--- src/rtl/hit_comb_gen.sv ---
// Road-level hit combination generator: walks every per-layer hit index
// combination of one road as an odometer and tags it with its fit-constant set.
module hit_comb_gen #(
  parameter int unsigned NLAYER = 5,
  parameter int unsigned CNT_W  = 3
) (
  input  logic                      clock,
  input  logic                      reset,
  input  logic                      road_valid,
  output logic                      road_ready,
  input  logic [NLAYER-1:0]         hitmap_in,
  input  logic [NLAYER-1:0]         lcmap_in,
  input  logic [NLAYER*CNT_W-1:0]   nhits_in,
  output logic                      comb_valid,
  input  logic                      comb_ready,
  output logic [NLAYER*CNT_W-1:0]   comb_sel,
  output logic [NLAYER-1:0]         comb_hitmap,
  output logic [NLAYER-1:0]         comb_lcmap,
  output logic                      comb_first,
  output logic                      comb_last,
  output logic                      comb_err,
  output logic [2:0]                fitset
);

  typedef enum logic {
    S_IDLE,
    S_RUN
  } state_e;

  state_e                    state_q;
  logic                      road_ready_q;
  logic                      valid_q;
  logic [NLAYER*CNT_W-1:0]   sel_q;
  logic [NLAYER*CNT_W-1:0]   cnt_q;
  logic [NLAYER-1:0]         hitmap_q;
  logic [NLAYER-1:0]         lcmap_q;
  logic                      first_q;
  logic                      last_q;
  logic                      err_q;
  logic [2:0]                fitset_q;

  // Road decode at capture time
  logic [NLAYER-1:0]         eff_hm;
  logic [NLAYER*CNT_W-1:0]   cnt_eff;
  logic [NLAYER*CNT_W-1:0]   cnt_cap;
  int unsigned               npres;
  logic [2:0]                miss;
  logic [2:0]                fit_cap;
  logic                      err_cap;
  logic                      last_cap;

  // Odometer step
  logic [NLAYER*CNT_W-1:0]   sel_d;
  logic                      last_d;
  logic                      carry;

  always_comb begin
    eff_hm  = '0;
    cnt_eff = '0;
    npres   = 0;
    miss    = '0;
    for (int unsigned i = 0; i < NLAYER; i++) begin
      eff_hm[i] = hitmap_in[i] & (nhits_in[i*CNT_W +: CNT_W] != '0);
      if (eff_hm[i]) begin
        cnt_eff[i*CNT_W +: CNT_W] = nhits_in[i*CNT_W +: CNT_W];
        npres++;
      end else begin
        cnt_eff[i*CNT_W +: CNT_W] = CNT_W'(1);
        miss = 3'(i);
      end
    end
    err_cap = (npres < NLAYER - 1);
    if (npres == NLAYER)
      fit_cap = 3'd5;
    else if (!err_cap)
      fit_cap = miss;
    else
      fit_cap = 3'd7;
    // An error road is forced to a single all-zero combination
    cnt_cap = cnt_eff;
    if (err_cap) begin
      for (int unsigned i = 0; i < NLAYER; i++)
        cnt_cap[i*CNT_W +: CNT_W] = CNT_W'(1);
    end
    last_cap = 1'b1;
    for (int unsigned i = 0; i < NLAYER; i++)
      if (cnt_cap[i*CNT_W +: CNT_W] != CNT_W'(1)) last_cap = 1'b0;
  end

  always_comb begin
    sel_d  = sel_q;
    carry  = 1'b1;
    last_d = 1'b1;
    for (int unsigned i = 0; i < NLAYER; i++) begin
      if (carry) begin
        if (sel_q[i*CNT_W +: CNT_W] == cnt_q[i*CNT_W +: CNT_W] - CNT_W'(1)) begin
          sel_d[i*CNT_W +: CNT_W] = '0;
        end else begin
          sel_d[i*CNT_W +: CNT_W] = sel_q[i*CNT_W +: CNT_W] + CNT_W'(1);
          carry = 1'b0;
        end
      end
      if (sel_d[i*CNT_W +: CNT_W] != cnt_q[i*CNT_W +: CNT_W] - CNT_W'(1))
        last_d = 1'b0;
    end
  end

  always_ff @(posedge clock) begin
    if (reset) begin
      state_q      <= S_IDLE;
      road_ready_q <= 1'b1;
      valid_q      <= 1'b0;
      sel_q        <= '0;
      cnt_q        <= '0;
      hitmap_q     <= '0;
      lcmap_q      <= '0;
      first_q      <= 1'b0;
      last_q       <= 1'b0;
      err_q        <= 1'b0;
      fitset_q     <= '0;
    end else begin
      case (state_q)
        S_IDLE: begin
          if (road_valid && road_ready_q) begin
            state_q      <= S_RUN;
            road_ready_q <= 1'b0;
            valid_q      <= 1'b1;
            sel_q        <= '0;
            cnt_q        <= cnt_cap;
            hitmap_q     <= eff_hm;
            lcmap_q      <= lcmap_in & eff_hm;
            first_q      <= 1'b1;
            last_q       <= last_cap;
            err_q        <= err_cap;
            fitset_q     <= fit_cap;
          end
        end
        S_RUN: begin
          if (valid_q && comb_ready) begin
            if (last_q) begin
              state_q      <= S_IDLE;
              road_ready_q <= 1'b1;
              valid_q      <= 1'b0;
              first_q      <= 1'b0;
              last_q       <= 1'b0;
            end else begin
              sel_q   <= sel_d;
              first_q <= 1'b0;
              last_q  <= last_d;
            end
          end
        end
        default: begin
          state_q      <= S_IDLE;
          road_ready_q <= 1'b1;
          valid_q      <= 1'b0;
        end
      endcase
    end
  end

  assign road_ready  = road_ready_q;
  assign comb_valid  = valid_q;
  assign comb_sel    = sel_q;
  assign comb_hitmap = hitmap_q;
  assign comb_lcmap  = lcmap_q;
  assign comb_first  = first_q;
  assign comb_last   = last_q;
  assign comb_err    = err_q;
  assign fitset      = fitset_q;

endmodule

--- config.mk ---
export PLATFORM = sky130hd
export DESIGN_NAME = hit_comb_gen
export DESIGN_NICKNAME = d
export VERILOG_FILES = /design/src/rtl/hit_comb_gen.sv
export SDC_FILE = /design/constraint.sdc
export NUM_CORES = 1
export LEC_CHECK = 0
export ABC_AREA = 0
export BUFFER_PORTS_ARGS = -buffer_cell sky130_fd_sc_hd__buf_2
export CORE_UTILIZATION = 41
export CTS_CLUSTER_SIZE = 16
export DETAILED_ROUTE_END_ITERATION = 12
export GPL_ROUTABILITY_DRIVEN = 0
export PLACE_DENSITY_LB_ADDON = 0.1
export SYNTH_ARGS = -nofsm -noshare
export SYNTH_HDL_FRONTEND = slang
export SYNTH_SLANG_ARGS = --single-unit
--- constraint.sdc ---
create_clock -name clock -period 8.69 [get_ports clock]
set_input_delay 1.738 -clock clock [delete_from_list [all_inputs] [get_ports clock]]
set_output_delay 1.738 -clock clock [all_outputs]
set_load 0.005 [all_outputs]
==> impl_metrics.env <==
export IMPL_criticalPathCategory="in2reg"
export IMPL_syn2layout_area_growth_pct=14.4
export IMPL_ir_worst_vdd_v=0.0000965
export IMPL_cts_sinks=49
export IMPL_post_dp_hpwl_um=6390
export IMPL_post_cts_buffers=0
export IMPL_cap_violations=0
export IMPL_antenna_found_initial=0
export IMPL_cp_arrival_ns=4.78
export IMPL_cts_tree="yes"
export IMPL_yosys_area_share_simple_pct=23.1
export IMPL_root_buffer="clkbuf_8"
export IMPL_worstHoldPathCells=2
export IMPL_ys_types=58
export IMPL_place_ws_ns=3.80
export IMPL_run_status="completed"
export IMPL_antenna_cells=0
export IMPL_synth_top_cells_by_area="dfxtp_1 30%, a21oi_1 6.9%, nand2_1 6.4%"
export IMPL_placementRows=32
export IMPL_clk_pin_slew_ns=0.10
export IMPL_finalSetupViolCount=0
export IMPL_synthXorXnorAreaFrac_pct=9.49
export IMPL_synthMuxAreaShare_pct=2.56
export IMPL_synth_compound_area_share_pct=24.2
export IMPL_grt_start_max_net_pins=51
export IMPL_netlist_area_mm2=0.00327
export IMPL_hold_buffers=0
export IMPL_synth_top_area_cell="dfxtp_1"
export IMPL_worst_pin_slew_ns=1.03
export IMPL_drive_gt1_share_pct=17.1
export IMPL_hold_start="comb_lcmap[0]"
export IMPL_endpoint_kind="flop"
export IMPL_finalCritPeriodShare_pct=52.6
export IMPL_drc=0
export IMPL_leakagePower_nw=1.47
export IMPL_syn_avg_cell_area_um2=7.75
export IMPL_boundaryPins=62
export IMPL_htree_levels=2
export IMPL_synth_warnings=0
export IMPL_die_y_um=91.3
export IMPL_cp_startpoint="nhits_in[5]"
export IMPL_synth_top_family_by_area="compound AO/OA/AOI/OAI gates"
export IMPL_synthTopCellsByCount="56 x nand2_1, 49 x dfxtp_1, 45 x a21oi_1"
export IMPL_clk_path_buf_depth=2
export IMPL_die_w_um=91.3
export IMPL_finalSetupTns_ns=0
export IMPL_yosysTopAreaCellShare_pct=30.0
export IMPL_nets=516
export IMPL_utilization_pct=48.4
export IMPL_start_util_pct=42.3
export IMPL_synthAdderAreaFrac_pct=5.74
export IMPL_hp_class="reg2reg"
export IMPL_totalWireLength_um=8610
export IMPL_required_ns=8.90
export IMPL_synth_most_common_cell="nand2_1"
export IMPL_synth_nets=466
export IMPL_viasPerCell=5.62
export IMPL_wl_per_cell_um=15.0
export IMPL_vias=3232
export IMPL_ant_nets=0
export IMPL_numCtsBuffers=5
export IMPL_async_flop_share_pct=0
export IMPL_power_density_mw_per_mm2=137
export IMPL_whs_ns=0.456
export IMPL_r2r_cells=9
export IMPL_core_mm2=0.00773
export IMPL_setup_ws_ns=4.12
export IMPL_clock_fmax_ghz=0.219
export IMPL_synthCells=422
export IMPL_drt_pass1_iter_count=4
export IMPL_synth_edf_count=0
export IMPL_regToRegStartpoint="cnt_q[3]"
export IMPL_clkLatencyLatePin_ns=0.31
export IMPL_grt_pass1_wl_um=14300
export IMPL_cts_resized=0
export IMPL_final_min_clock_period_ns=4.57
export IMPL_io_buffers=61
export IMPL_slew_violations=0
export IMPL_ys_ff_latch=49
export IMPL_yosysSeqAreaShare_pct=30.0
export IMPL_start_kind="input port"
export IMPL_synth_ff_type="dfxtp_1"
export IMPL_drt_initial_drc_count=141
export IMPL_grt_usage_pct=21.3
export IMPL_rsz0062_at_grt="false"
export IMPL_overflow=0
export IMPL_grt_pass1_vias=2917
export IMPL_path_max_fanout=15
export IMPL_fp_dieArea_mm2=0.00834
export IMPL_hold_violations=0
export IMPL_finClkSkew_ns=0.0106
export IMPL_relSlewSlack_pct=31.0
[worst max-delay path, stage by stage]
cell	delay [ns]
buf_2	0.11
o31ai_1	0.48
inv_1	0.22
ha_1	0.40
or4_1	0.50
o21ai_0	0.20
mux2i_1	0.40
buf_4	0.28
a21o_1	0.15
a21oi_1	0.06
a41o_1	0.24
[metal layers]
metal  track usage (%)  part of all wire, %  wire length, µm  vias up
li1                  -                    -                -     1642
met1              28.4                   48             4130     1524
met2              35.2                   48             4090       56
met3              3.43                  2.8              239       10
met4              6.22                  1.7              144        0
met5                 0                    0                0        -
[where the power goes]
part,internal [W],switching [W]
Sequential,0.000235,0.00000917
Combinational,0.0000479,0.0000740
Clock,0.0000589,0.0000872
[placed cells by master, fill, tap and decap left out, types with 5 or more instances in the layout]
| cell type | n |
|---|---|
| nand4_1 | 13 |
| nand3_1 | 20 |
| dfxtp_1 | 49 |
| nand2_1 | 56 |
| buf_2 | 61 |
| a21oi_1 | 45 |
| a31oi_1 | 6 |
| a211oi_1 | 5 |
| mux2i_1 | 5 |
| ha_1 | 15 |
| o21ai_0 | 21 |
| xor2_1 | 10 |
| a32oi_1 | 5 |
| buf_4 | 5 |
| clkbuf_8 | 5 |
| inv_1 | 18 |
| xnor2_1 | 15 |
| o31ai_1 | 6 |
| nor2_1 | 33 |
| nor4_1 | 5 |
| a311oi_1 | 5 |
| nor3_1 | 8 |
[area by class of cell]
type | instances | area, µm²
clock buffer | 5 | 68.8
clock inverter | 3 | 25.0
fill | 791 | 3990
inverter | 18 | 67.6
multi-input combinational | 332 | 2130
sequential | 49 | 981
tap | 102 | 128
timing repair buffer | 66 | 343
[path summary, 6_finish.rpt]
| check | to | slack, ns |
|---|---|---|
| min reg2reg | comb_lcmap[0] | 0.46 |
| max | comb_last | 4.12 |
| min | comb_lcmap[0] | 0.46 |
| max reg2reg | comb_last | 5.36 |
[flip-flops by register name (all words and copies together), names as in the netlist]
signal / flops
comb_sel: 15
state_q: 1
road_ready: 1
comb_lcmap: 5
comb_hitmap: 5
fitset: 3
comb_first: 1
comb_err: 1
comb_valid: 1
cnt_q: 15
comb_last: 1
[logic make-up (layout without fill, tap and decap cells)]
family                   count (synthesis)  after routing
adder cells (fa/ha/maj)                 15             15
AO/OA/AOI/OAI                          123            123
AND/OR/NAND/NOR                        157            157
XOR/XNOR                                29             29
flip-flops                              49             49
multiplexers                             8              8
buffers and inverters                   41             92
[per-stage QoR]
stage	cell area [µm²]	std cells	power [W]
3_3_place_gp	3650	567	0.000369
6_report	3740	575	0.000512
5_1_grt	3740	575	0.000542
3_5_place_dp	3650	567	0.000371
4_1_cts	3740	575	0.000518
2_1_floorplan	3270	422	0.000331
(Power assumes the default switching activity.)
